===== src/rtl/doppler_buttons_debounced.sv =====
// doppler_buttons_debounced
//   N-channel push-button peripheral on the SoC memory bus. Each active-low pin
//   is synchronised, debounced, and its debounced press/release edges are
//   latched as sticky events that can raise a level interrupt.
//
//   Ports
//     clk, reset        system clock, asynchronous active-low reset
//     buttons_in        raw pin levels (0 = pressed), asynchronous
//     address_in        bus address, [3:2] selects DATA/EVENTS/IRQ_EN/CONFIG
//     sel_in, read_in   peripheral select, read strobe (reads are side-effect free)
//     read_value_out    combinational read data, 0 when not selected
//     write_mask_in     byte-lane write enables
//     write_value_in    write data
//     ready_out         = sel_in, single-cycle access
//     irq_out           registered |(EVENTS & IRQ_EN)

// Per-channel synchroniser + debouncer. thresh is P-1 with P=0 already folded
// to P=1 by the parent. rise/fall pulse on the clock where stable changes.
module doppler_db_lane #(
  parameter int W = 20
) (
  input  logic         clk,
  input  logic         rst_n,
  input  logic         pin_n,
  input  logic [W-1:0] thresh,
  output logic         stable,
  output logic         rise,
  output logic         fall
);
  logic         sync1_q, sync2_q;
  logic         stable_q, stable_d;
  logic [W-1:0] cnt_q, cnt_d;

  // cnt counts consecutive edges where the synced level disagrees with stable.
  // The >= compare means a shrunken P mid-count flips at once instead of wrapping.
  always_comb begin
    stable_d = stable_q;
    cnt_d    = cnt_q;
    if (sync2_q == stable_q) begin
      cnt_d = '0;
    end else if (cnt_q >= thresh) begin
      stable_d = sync2_q;
      cnt_d    = '0;
    end else begin
      cnt_d = cnt_q + W'(1);
    end
  end

  always_ff @(posedge clk or negedge rst_n) begin
    if (!rst_n) begin
      sync1_q  <= 1'b0;
      sync2_q  <= 1'b0;
      stable_q <= 1'b0;
      cnt_q    <= '0;
    end else begin
      sync1_q  <= ~pin_n;
      sync2_q  <= sync1_q;
      stable_q <= stable_d;
      cnt_q    <= cnt_d;
    end
  end

  assign stable = stable_q;
  assign rise   = stable_d & ~stable_q;
  assign fall   = ~stable_d & stable_q;
endmodule

module doppler_buttons_debounced #(
  parameter int NUM_BUTTONS     = 2,
  parameter int DEBOUNCE_W      = 20,
  parameter int DEBOUNCE_CYCLES = 240000
) (
  input  logic                   clk,
  input  logic                   reset,
  input  logic [NUM_BUTTONS-1:0] buttons_in,
  input  logic [31:0]            address_in,
  input  logic                   sel_in,
  input  logic                   read_in,
  output logic [31:0]            read_value_out,
  input  logic [3:0]             write_mask_in,
  input  logic [31:0]            write_value_in,
  output logic                   ready_out,
  output logic                   irq_out
);
  localparam int N = NUM_BUTTONS;
  localparam int W = DEBOUNCE_W;

  logic [N-1:0] stable, rise, fall;
  logic [W-1:0] thresh;
  logic [31:0]  wm;
  logic         wr_ev, wr_en, wr_cfg;

  logic [N-1:0] pev_q, pev_d, rev_q, rev_d;
  logic [N-1:0] en_p_q, en_p_d, en_r_q, en_r_d;
  logic [W-1:0] cfg_q, cfg_d;
  logic         irq_q, irq_d;

  assign thresh = (cfg_q == '0) ? '0 : cfg_q - W'(1);

  for (genvar g = 0; g < N; g++) begin : g_lane
    doppler_db_lane #(.W(W)) u_lane (
      .clk    (clk),
      .rst_n  (reset),
      .pin_n  (buttons_in[g]),
      .thresh (thresh),
      .stable (stable[g]),
      .rise   (rise[g]),
      .fall   (fall[g])
    );
  end

  assign wm     = {{8{write_mask_in[3]}}, {8{write_mask_in[2]}},
                   {8{write_mask_in[1]}}, {8{write_mask_in[0]}}};
  assign wr_ev  = sel_in && (address_in[3:2] == 2'd1);
  assign wr_en  = sel_in && (address_in[3:2] == 2'd2);
  assign wr_cfg = sel_in && (address_in[3:2] == 2'd3);

  always_comb begin
    pev_d  = pev_q;
    rev_d  = rev_q;
    en_p_d = en_p_q;
    en_r_d = en_r_q;
    cfg_d  = cfg_q;
    // W1C first, new edges OR'd in after so a same-cycle set wins
    if (wr_ev) begin
      pev_d = pev_q & ~(write_value_in[N-1:0] & wm[N-1:0]);
      rev_d = rev_q & ~(write_value_in[16+:N] & wm[16+:N]);
    end
    pev_d = pev_d | rise;
    rev_d = rev_d | fall;
    if (wr_en) begin
      en_p_d = (en_p_q & ~wm[N-1:0]) | (write_value_in[N-1:0] & wm[N-1:0]);
      en_r_d = (en_r_q & ~wm[16+:N]) | (write_value_in[16+:N] & wm[16+:N]);
    end
    if (wr_cfg)
      cfg_d = (cfg_q & ~wm[W-1:0]) | (write_value_in[W-1:0] & wm[W-1:0]);
    irq_d = |({rev_q, pev_q} & {en_r_q, en_p_q});
  end

  always_ff @(posedge clk or negedge reset) begin
    if (!reset) begin
      pev_q  <= '0;
      rev_q  <= '0;
      en_p_q <= '0;
      en_r_q <= '0;
      cfg_q  <= W'(DEBOUNCE_CYCLES);
      irq_q  <= 1'b0;
    end else begin
      pev_q  <= pev_d;
      rev_q  <= rev_d;
      en_p_q <= en_p_d;
      en_r_q <= en_r_d;
      cfg_q  <= cfg_d;
      irq_q  <= irq_d;
    end
  end

  always_comb begin
    read_value_out = '0;
    if (sel_in) begin
      case (address_in[3:2])
        2'd0: read_value_out[N-1:0] = stable;
        2'd1: begin
          read_value_out[N-1:0] = pev_q;
          read_value_out[16+:N] = rev_q;
        end
        2'd2: begin
          read_value_out[N-1:0] = en_p_q;
          read_value_out[16+:N] = en_r_q;
        end
        default: read_value_out[W-1:0] = cfg_q;
      endcase
    end
  end

  assign ready_out = sel_in;
  assign irq_out   = irq_q;

  // Bits that carry no function: reads are side-effect free, only [3:2] decode.
  logic unused_bits;
  assign unused_bits = ^{read_in, address_in[31:4], address_in[1:0], write_value_in, wm};
endmodule


===== config.mk =====
export PLATFORM = sky130hd
export DESIGN_NAME = doppler_buttons_debounced
export DESIGN_NICKNAME = d
export VERILOG_FILES = /design/src/rtl/doppler_buttons_debounced.sv
export SDC_FILE = /design/constraint.sdc
export NUM_CORES = 1
export LEC_CHECK = 0
export BUFFER_PORTS_ARGS = -buffer_cell sky130_fd_sc_hd__buf_2
export CORE_UTILIZATION = 45
export DETAILED_ROUTE_END_ITERATION = 16
export PLACE_DENSITY = 0.79
export SYNTH_ARGS = -nofsm -noshare
export SYNTH_HDL_FRONTEND = slang
export SYNTH_SLANG_ARGS = --single-unit
export TNS_END_PERCENT = 10

===== constraint.sdc =====
create_clock -name clk -period 8.6 [get_ports clk]
set_input_delay 0 -clock clk [delete_from_list [all_inputs] [get_ports clk]]
set_output_delay 0 -clock clk [all_outputs]
set_load 0.03 [all_outputs]

==> flow_metrics.tcl, run 1 <==
set metrics [dict create \
    timing.final.ws_setup_ps 4560 \
    wl_met3_um 628 \
    cts_resized 0 \
    synthesis.instances 494 \
    layout.area.seq_um2 1890 \
    synth.avg_cell_area_um2 9.70 \
    critPathMaxFanout 19 \
    clock-sinks 75 \
    fill_cells 888 \
    synth_top_family_by_area "simple AND/OR/NAND/NOR gates" \
    finalCritPeriodShare_pct 46.9 \
    cts_max_path_buffers 2 \
    synth_enable_flop_cells 0 \
    post_synth_instance_area_um2 4790 \
    antenna_violations_before_repair 0 \
    vias 3817 \
    die_y_um 105 \
    cts_buf_count 9 \
    worst_clock_skew_ps 14.8 \
    clkPwrFrac_pct 26.2 \
    critical_path.endpoint_type "flip-flop" \
    multi_input_comb_area_um2 2770 \
    leakage_nw 2.63 \
    cts_clk_pin_slew_worst_paths_ps 90 \
    route.layer.met1.wl_um 4550 \
    cts_root_buffer "sky130_fd_sc_hd__clkbuf_8" \
    grt_first_pass_wirelength_um 18300 \
    timing_max_transition_violations_final 0 \
    detail_route.first_pass.iterations 4 \
    power_frac_comb_pct 26.3 \
    synth-simple-area-share_pct 22.7 \
    post_drt_wl_per_cell_um 15.1 \
    gpl.final_weighted_congestion 0.924 \
    cts_setup_buffers 0 \
    power_switching_w 0.000323 \
    ys_ff_latch 75 \
    layout-drive-gt1-share_pct 18.8 \
    synthTopCellsByArea "sky130_fd_sc_hd__dfrtp_1, sky130_fd_sc_hd__ha_1, sky130_fd_sc_hd__mux2_2, sky130_fd_sc_hd__xor2_1, sky130_fd_sc_hd__nor2_1" \
    yosys_warnings 0 \
    tritoncts "done" \
    grt_pass1_vias 3801 \
    synth_seq_area_share_pct 39.4 \
    dp_worst_setup_slack_ps 4610 \
    post-synth-top-area-fraction_pct 35.5 \
    vdd_ir_drop_max_mv 0.108 \
    die_x_extent_um 105 \
    design_area_um2 5520 \
    setup-tns-final_ps 0 \
    cp_num_buf_inv 0 \
    synthXorXnorAreaFrac_pct 9.14 \
    synth_compound_gate_area_share_pct 5.51 \
    critPathKind "reg2reg" \
    final.min_clock_period_ps 4040 \
    area_growth_pct 15.2 \
    floorplan.io_pins 108 \
    met2_wire_length_um 5340 \
    dieArea_um2 11100 \
    largest_incremental_delay_on_the_critical_path_ps 660 \
    synth.area.mux_share_pct 8.15 \
    post_drt_via_cell_ratio 5.37 \
    cpMaxStageDelayCell "sky130_fd_sc_hd__or3b_1" \
    hpwlAfterDp_um 7700 \
    hp-class "in2reg" \
    maxcap_viol_count 0 \
    worst_slew_pin_slew_ps 934 \
    power_frac_seq_pct 47.6 \
    clk-insertion-delay-late_ps 370 \
    dpl-instance-area_um2 5110 \
    insertedDiodeCount 0 \
    share_of_synthesized_cell_area_in_full_adder_half_adder_and_majority_cells_pct 11.2 \
    power.density_cell_area_nw_per_um2 169 \
    design.core.area_um2 10300 \
    worst-endpoint-arrival_ps 4320 \
    start_kind "flip-flop" \
    status "completed" \
    yosys.cell_count.top_type "sky130_fd_sc_hd__dfrtp_1" \
    internal_power_w 0.000607 \
    drt_wl_total_um 10700 \
    globalRoute.totalOverflow 0 \
    hold_violations 0 \
    netlist_top_cells_count "sky130_fd_sc_hd__dfrtp_1, sky130_fd_sc_hd__nor2_1, sky130_fd_sc_hd__nand2_1, sky130_fd_sc_hd__ha_1, sky130_fd_sc_hd__xor2_1" \
    rsz0062_at_grt "no" \
    postSynth.topFlopCell "sky130_fd_sc_hd__dfrtp_1" \
    drt_iter0_drc 334 \
    cts-htree-levels 3 \
    initial_core_util_pct 46.4 \
    setup_viol 0 \
    synth-async-reset-ratio_pct 100 \
    gr-usage-all-layers_pct 20.8 \
    switching_share_pct 34.7 \
    fin_nets 687 \
    utilization_pct 53.4 \
    area_leader_netlist "sky130_fd_sc_hd__dfrtp_1" \
    slew-limit-headroom_pct 37.7 \
    netlist-cell-type-count 48 \
    drcViolationCount 0 \
    timing.critical_path.max_delay_family "simple AND/OR/NAND/NOR gates" \
    top_signal_layer_used "met4" \
    cp_cell_sequence "nor4_2 > nand4b_1 > nor2b_2 > nand3_1 > nand2_1 > ha_1 > nand4_1 > nor4_1 > a221oi_1 > o21ai_1 > or3b_1 > nor2_1" \
    clock.fmax_ghz 0.248 \
    final_antenna_net_count 0 \
    num_rows 37 \
    number_of_buffers_added_on_ports 51 \
    critical_path_data_required_time_ps 8880 \
    pin_count_of_the_biggest_net_entering_global_routing 76 \
]
==> power groups by stage <==
stage / Clock (W) / Combinational, W / Sequential [W]
global placement: 0 / 0.000221 / 0.000444
finish: 0.000244 / 0.000244 / 0.000442
detailed placement: 0 / 0.000232 / 0.000448
floorplan: 0 / 0.000176 / 0.000434
CTS: 0.000250 / 0.000243 / 0.000441
global route: 0.000263 / 0.000273 / 0.000449
==> area by class of cell <==
type | instances | area share, %
clock buffer | 10 | 2.31
tap | 136 | 3.08
sequential | 75 | 34.2
inverter | 7 | 0.476
clock inverter | 6 | 0.726
multi-input combinational | 401 | 50.1
timing repair buffer | 76 | 9.12
==> cells in the final DEF, fill, tap and decap left out, drive strengths merged, types with 4 or more instances in the layout <==
cell / synthesis / final
o21ai: 10 / 10
nor2: 62 / 62
nand2b: 9 / 9
and3: 7 / 7
dfstp: 7 / 7
mux2: 28 / 28
xnor2: 15 / 15
ha: 43 / 43
buf: 19 / 52
clkbuf: 3 / 10
and2: 21 / 21
a22oi: 4 / 4
nand2: 51 / 51
inv: 7 / 8
a21oi: 18 / 18
nand4: 15 / 15
xor2: 35 / 35
nand3: 22 / 22
nor2b: 6 / 6
conb: 1 / 12
clkinv: 0 / 4
nor3: 8 / 8
dlygate4sd3: 0 / 24
dfrtp: 68 / 68
nor4: 5 / 5
==> stage by stage <==
stage,std cells,hold slack [ps],power (W)
2_1_floorplan,505,-296,0.000609
3_3_place_gp,671,143,0.000665
4_1_cts,711,0.947,0.000935
3_5_place_dp,671,144,0.000679
6_report,711,10.1,0.000930
5_1_grt,711,26.8,0.000984
==> cells by family after synthesis <==
group | Yosys count
AO/OA/AOI/OAI | 44
XOR/XNOR | 50
adder cells (fa/ha/maj) | 43
buffers and inverters | 29
flip-flops | 75
multiplexers | 33
other | 1
AND/OR/NAND/NOR | 219
==> what timing repair did <==
action	in CTS	in global routing
setup endpoints to repair	0	0
endpoints found under the hold margin	98	0
hold buffers	24	0
==> worst reg2reg max path, stage by stage (launching register included) <==
cell and delay, ps:
sky130_fd_sc_hd__dfrtp_1 450, sky130_fd_sc_hd__nor4_2 370, sky130_fd_sc_hd__nand4b_1 250, sky130_fd_sc_hd__nor2b_2 260, sky130_fd_sc_hd__nand3_1 430, sky130_fd_sc_hd__nand2_1 310, sky130_fd_sc_hd__ha_1 290, sky130_fd_sc_hd__nand4_1 130
sky130_fd_sc_hd__nor4_1 100, sky130_fd_sc_hd__a221oi_1 320, sky130_fd_sc_hd__o21ai_1 160, sky130_fd_sc_hd__or3b_1 660, sky130_fd_sc_hd__nor2_1 240
==> metal layers <==
layer | vias to the layer above | track usage, %
met5 | - | 0
met4 | 0 | 6.44
li1 | 1844 | -
met3 | 15 | 4.24
met2 | 143 | 34.7
met1 | 1815 | 26.9
==> final timing paths <==
path / start / to / depth (start not counted) / slack (ps)
min reg2reg: g_lane[1].u_lane.sync1_q / g_lane[1].u_lane.sync2_q / 0 / 360
max reg2reg: flip-flop / g_lane[0].u_lane.cnt_q[0] / 12 / 4560
min: write_mask_in[0] / flip-flop / 3 / 10
min in group asynchronous: reset / irq_out / 3 / 370
max in group asynchronous: reset / g_lane[1].u_lane.stable / 3 / 7600
max: flip-flop / g_lane[0].u_lane.cnt_q[0] / 12 / 4560
Note: power is estimated with default switching activity, not from simulation.
==> inputs of run 2 (changes only) <==
clock period = 3.95 ns   (was 8.6 ns; I/O delays follow)
==> run 2 against run 1 <==
Against the previous run: cell area increased by 2.5%; sequential share of layout area decreased by 0.77 points; register-to-register slack got worse by 4400 ps; non-clock buffer count increased by 9; sequential cell count unchanged; worst hold slack improved by 4.2 ps; clock power increased to 2.6 times the previous value; count of clock-buffer cells in the layout decreased by 1; clock skew decreased by 2.6 ps; power increased by 130%; worst setup slack got worse by 4400 ps; critical path type unchanged; critical endpoint is now g_lane[0].u_lane.cnt_q[7]; largest power group unchanged; highest routed layer unchanged.
==> flow_metrics.tcl, run 2 (same netlist as run 1, synthesis figures left out) <==
set metrics [dict create \
    detail_route.first_pass.iterations 4 \
    num_rows 37 \
    layout_commonest_cell "sky130_fd_sc_hd__dfrtp_1" \
    hpwlAfterDp_um 7870 \
    layout-drive-gt1-share_pct 21.4 \
    fill_cells 892 \
    initial_core_util_pct 46.4 \
    clock-sinks 75 \
    cts_max_path_buffers 2 \
    internal_power_w 0.00142 \
    clkPwrFrac_pct 29.2 \
    drt_wl_total_um 11100 \
    slew-limit-headroom_pct 45.2 \
    worst_hold_margin_ps 14.3 \
    power.density_cell_area_nw_per_um2 382 \
    gpl.final_weighted_congestion 0.946 \
    design.core.area_um2 10300 \
    finalCritPeriodShare_pct 94.8 \
    maxcap_viol_count 0 \
    clock.fmax_ghz 0.267 \
    floorplan.io_pins 108 \
    antenna_violations_before_repair 0 \
    pin_count_of_the_biggest_net_entering_global_routing 40 \
    tritoncts "done" \
    worst_clock_skew_ps 12.2 \
    globalRoute.totalOverflow 0 \
    critPathMaxFanout 14 \
    number_of_buffers_added_on_ports 51 \
    hp-class "in2reg" \
    critPathKind "reg2reg" \
    leakage_nw 2.69 \
    cts_root_buffer "sky130_fd_sc_hd__clkbuf_8" \
    hold_violations 0 \
    hold_depth 3 \
    vdd_ir_drop_max_mv 0.304 \
    insertedDiodeCount 0 \
    post_drt_via_cell_ratio 5.37 \
    mostFrequentLayoutCells "sky130_fd_sc_hd__dfrtp_1, sky130_fd_sc_hd__nor2_1, sky130_fd_sc_hd__nand2_1, sky130_fd_sc_hd__buf_2, sky130_fd_sc_hd__ha_1" \
    reg2reg_depth 14 \
    switching_share_pct 34.5 \
    power_frac_comb_pct 26.3 \
    die_y_um 105 \
    fin_nets 696 \
    worst-endpoint-arrival_ps 4040 \
    dpl-instance-area_um2 5140 \
    drcViolationCount 0 \
    final.min_clock_period_ps 3740 \
    post_drt_wl_per_cell_um 15.4 \
    critical_path.endpoint_type "flip-flop" \
    clk-insertion-delay-late_ps 360 \
    cts-htree-levels 3 \
    status "completed" \
    drt_iter0_drc 221 \
    cts_buf_count 9 \
    worst_slew_pin_slew_ps 822 \
    critical_path_data_required_time_ps 4240 \
    dieArea_um2 11100 \
    power_frac_seq_pct 44.6 \
    power_switching_w 0.000747 \
    setup_viol 0 \
    cts_clk_pin_slew_worst_paths_ps 90 \
    start_kind "flip-flop" \
    design_area_um2 5660 \
    final_antenna_net_count 0 \
    grt_first_pass_wirelength_um 18400 \
    timing_max_transition_violations_final 0 \
    die_x_extent_um 105 \
    vias 3868 \
    area_growth_pct 18.1 \
    gr-usage-all-layers_pct 21.0 \
    grt_pass1_vias 3921 \
]
## run 2: what timing repair did
action / CTS / global route
setup endpoints to repair: 0 / 43
setup buffers: 0 / 6
hold endpoints to repair: 61 / 0
hold buffers: 23 / 0
gates resized for setup: 0 / 9
## run 2: worst paths after layout
check	slack, ps	endpoint	start
max reg2reg	210	g_lane[0].u_lane.cnt_q[7]	flip-flop
min in group asynchronous	280	g_lane[0].u_lane.sync1_q	reset
max in group asynchronous	2660	g_lane[0].u_lane.cnt_q[16]	reset
min	10	flip-flop	write_mask_in[0]
max	210	g_lane[0].u_lane.cnt_q[7]	flip-flop
min reg2reg	360	g_lane[0].u_lane.sync2_q	g_lane[0].u_lane.sync1_q
## run 2: final cells by class
type                            instances  area (um^2)  share of cell area (%)
Sequential cell                        75         1890                    33.4
Inverter                                7         26.3                   0.464
Multi-Input combinational cell        401         2790                    49.3
Clock buffer                            9          124                    2.19
Clock inverter                          7         83.8                    1.48
Timing Repair Buffer                   85          572                    10.1
Tap cell                              136          170                    3.01
## run 2: worst max-delay path: stages (launching register included)
cell and delay, ps:
sky130_fd_sc_hd__dfrtp_2 450, sky130_fd_sc_hd__nor4_4 310, sky130_fd_sc_hd__and4bb_2 320, sky130_fd_sc_hd__and2_2 190, sky130_fd_sc_hd__nand2_1 100, sky130_fd_sc_hd__nor3_2 280
sky130_fd_sc_hd__mux2i_2 330, sky130_fd_sc_hd__ha_1 300, sky130_fd_sc_hd__nand4_1 150, sky130_fd_sc_hd__nor4_1 100, sky130_fd_sc_hd__a221oi_1 280, sky130_fd_sc_hd__o21ai_1 150
sky130_fd_sc_hd__or3b_1 420, sky130_fd_sc_hd__buf_6 170, sky130_fd_sc_hd__nor2_1 120
## run 2: layer usage
layer,up-vias,part of all wire [%],track usage (%)
li1,1861,-,-
met1,1872,43,26.3
met2,112,50,35.6
met3,23,4.9,4.49
met4,0,2.0,7.34
met5,-,0,0
## run 2: power groups by stage
stage / Clock (W) / Combinational [W] / Sequential [W]
after floorplan: 0 / 0.000382 / 0.000945
after global placement: 0 / 0.000490 / 0.000965
after detailed placement: 0 / 0.000515 / 0.000970
after CTS: 0.000638 / 0.000537 / 0.000955
after global routing: 0.000665 / 0.000628 / 0.000978
final: 0.000631 / 0.000568 / 0.000964
## run 2: per-stage QoR
stage               power [W]  instances  worst slack, ps  TNS, ps  utilization (%)
CTS                   0.00213        714             94.9        0             54.0
global placement      0.00145        675              221        0             49.8
floorplan             0.00133        505              673        0                -
global route          0.00227        720            -64.2     -554             54.8
finish                0.00216        720              207        0             54.8
detailed placement    0.00149        675              122        0             49.8
==> inputs of run 3 (changes only) <==
ABC_AREA = 1   (was unset)
ABC_CLOCK_PERIOD_IN_PS = 3950   (was unset)
PLACE_DENSITY = 0.78   (was 0.79)
==> run 3 against run 2 <==
Against the previous run: non-clock buffer count is 8 lower; cell area is 12% higher; clock skew is 1.5 ps lower; combinational power is 9.3% lower; worst setup slack better by 270 ps; sequential share of layout area is 3.6 points lower; utilization is 0.40 points lower; largest cell class unchanged; largest power group unchanged.
==> flow_metrics.tcl, run 3 <==
set metrics [dict create \
    status "completed" \
    leakage_nw 3.33 \
    reg2reg_depth 16 \
    gr-usage-all-layers_pct 21.7 \
    finalCritPeriodShare_pct 87.9 \
    num_rows 39 \
    hold_depth 3 \
    synth.avg_cell_area_um2 7.25 \
    post_drt_wl_per_cell_um 13.0 \
    reg2reg_setup_slack_ps 480 \
    hpwlAfterDp_um 9490 \
    globalRoute.totalOverflow 0 \
    timing_max_transition_violations_final 0 \
    detail_route.first_pass.iterations 5 \
    initial_core_util_pct 47.0 \
    final.min_clock_period_ps 3470 \
    worst_clock_skew_ps 10.6 \
    yosys_warnings 0 \
    pin_count_of_the_biggest_net_entering_global_routing 76 \
    netlist_top_cells_count "sky130_fd_sc_hd__nand2_1, sky130_fd_sc_hd__nor2_1, sky130_fd_sc_hd__inv_1, sky130_fd_sc_hd__dfrtp_1, sky130_fd_sc_hd__nand3_1" \
    vdd_ir_drop_max_mv 0.335 \
    clock.fmax_ghz 0.288 \
    gpl.final_weighted_congestion 0.882 \
    final_antenna_net_count 0 \
    yosys.cell_count.top_type "sky130_fd_sc_hd__nand2_1" \
    vias 4981 \
    p_total_w 0.00223 \
    postSynth.topFlopCell "sky130_fd_sc_hd__dfrtp_1" \
    tritoncts "done" \
    number_of_buffers_added_on_ports 51 \
    drcViolationCount 0 \
    die_x_extent_um 112 \
    cts_buf_count 9 \
    post_drt_via_cell_ratio 5.09 \
    slew-limit-headroom_pct 36.9 \
    grt_first_pass_wirelength_um 21700 \
    clk-insertion-delay-late_ps 350 \
    setup_viol 0 \
    cts_clk_pin_slew_worst_paths_ps 60 \
    cts-htree-levels 3 \
    synth_seq_area_share_pct 34.5 \
    grt_pass1_vias 4737 \
    cts_max_path_buffers 2 \
    ys_ff_latch 75 \
    antenna_violations_before_repair 0 \
    fill_cells 1084 \
    design.core.area_um2 11600 \
    rsz0062_at_grt "no" \
    die_y_um 112 \
    worst-endpoint-arrival_ps 3740 \
    drt_iter0_drc 244 \
    critical_path_data_required_time_ps 4220 \
    synthTopCellsByArea "sky130_fd_sc_hd__dfrtp_1, sky130_fd_sc_hd__nand2_1, sky130_fd_sc_hd__ha_1, sky130_fd_sc_hd__nor2_1, sky130_fd_sc_hd__inv_1" \
    hold_startpoint "sel_in" \
    critPathKind "reg2reg" \
    critPathMaxFanout 15 \
    fin_nets 948 \
    post_synth_instance_area_um2 5460 \
    dieArea_um2 12600 \
    hold_violations 0 \
    maxcap_viol_count 0 \
    netlist-cell-type-count 40 \
    start_kind "flip-flop" \
    floorplan.io_pins 108 \
    synth_enable_flop_cells 0 \
    insertedDiodeCount 0 \
    area_growth_pct 15.7 \
    hp-class "in2reg" \
    clock-sinks 75 \
    layout_commonest_cell "sky130_fd_sc_hd__nand2_1" \
    power.density_cell_area_nw_per_um2 353 \
    r2r-end "g_lane[0].u_lane.cnt_q[12]" \
    cts_root_buffer "sky130_fd_sc_hd__clkbuf_16" \
    mostFrequentLayoutCells "sky130_fd_sc_hd__nand2_1, sky130_fd_sc_hd__nor2_1, sky130_fd_sc_hd__inv_1, sky130_fd_sc_hd__dfrtp_1, sky130_fd_sc_hd__buf_2" \
    layout-drive-gt1-share_pct 13.9 \
    worst_slew_pin_slew_ps 946 \
    area_leader_netlist "sky130_fd_sc_hd__dfrtp_1" \
    synth-async-reset-ratio_pct 100 \
    critical_path.endpoint_type "flip-flop" \
    drt_wl_total_um 12700 \
    setup-tns-final_ps 0 \
    synthesis.instances 753 \
    post-synth-top-area-fraction_pct 31.2 \
]
-- run 3: where the power goes --
group | switching, W | internal, W | leakage, nW
Sequential | 0.0000575 | 0.000843 | 0.959
Combinational | 0.000340 | 0.000175 | 2.23
Clock | 0.000325 | 0.000487 | 0.143
-- run 3: cells by family (layout without fill, tap and decap cells) --
kind of cell    after synthesis  after routing  share of synthesized area [%]
flops                        75             75                           34.5
xor+xnor                     28             28                           4.49
fa+ha+maj                    43             43                           9.86
other cells                   1             12                         0.0687
simple gates                418            418                           34.3
compound gates               73             73                           7.24
buf+inv                     115            187                           9.47
-- run 3: worst max-delay path by stage --
stage	start	endpoint	slack, ps	cells after the start
6_report	flip-flop	g_lane[0].u_lane.cnt_q[12]	480	16
5_1_grt	flip-flop	g_lane[0].u_lane.cnt_q[14]	130	18
4_1_cts	flip-flop	g_lane[0].u_lane.cnt_q[12]	480	16
3_5_place_dp	flip-flop	g_lane[0].u_lane.cnt_q[12]	550	18
3_3_place_gp	flip-flop	g_lane[0].u_lane.cnt_q[0]	620	18
2_1_floorplan	flip-flop	g_lane[1].u_lane.cnt_q[9]	1360	17
-- run 3: per-layer routing --
layer,vias to the layer above,share of wire [%],track usage [%],routed length (um)
li1,2532,-,-,-
met1,2271,45,26.8,5710
met2,149,48,37.5,6100
met3,29,4.9,5.13,620
met4,0,2.3,7.29,290
met5,-,0,0,0
-- run 3: critical path, stage by stage, from the launching register on --
cell                      delay, ps
sky130_fd_sc_hd__dfrtp_1        380
sky130_fd_sc_hd__inv_1          150
sky130_fd_sc_hd__ha_1           290
sky130_fd_sc_hd__nand2_1        160
sky130_fd_sc_hd__nor2_4         200
sky130_fd_sc_hd__nand4_1        290
sky130_fd_sc_hd__buf_4          300
sky130_fd_sc_hd__nand3_1        230
sky130_fd_sc_hd__ha_1           290
sky130_fd_sc_hd__nand2_1        110
sky130_fd_sc_hd__inv_1           60
sky130_fd_sc_hd__nand2_1         60
sky130_fd_sc_hd__nand2_1         60
sky130_fd_sc_hd__a21oi_2        120
sky130_fd_sc_hd__and2_4         200
sky130_fd_sc_hd__nand3_2        270
sky130_fd_sc_hd__nor2_1         200
-- run 3: area by class of cell --
cell class / instances / area (um^2) / share of cell area (%)
timing repair buffer: 77 / 515 / 8.16
multi-input combinational: 574 / 3100 / 49.0
sequential: 75 / 1890 / 29.8
clock buffer: 11 / 233 / 3.68
tap: 143 / 179 / 2.83
inverter: 94 / 353 / 5.59
clock inverter: 5 / 53.8 / 0.852
-- run 3: repair_timing --
action / 4_1_cts / 5_1_grt
hold buffers: 25 / 0
setup buffers: 0 / 0
hold endpoints to repair: 97 / 0
resized for setup: 0 / 0
-- run 3: through the flow --
stage | hold slack [ps] | cells | util, % | worst slack [ps] | instance area, um^2
global route | 82.0 | 979 | 54.4 | 127 | 6320
finish | 74.8 | 979 | 54.4 | 479 | 6320
global placement | 143 | 938 | 49.8 | 617 | 5780
CTS | 55.8 | 979 | 54.4 | 476 | 6320
floorplan | -296 | 764 | - | 1360 | 5500
detailed placement | 146 | 938 | 49.8 | 554 | 5780
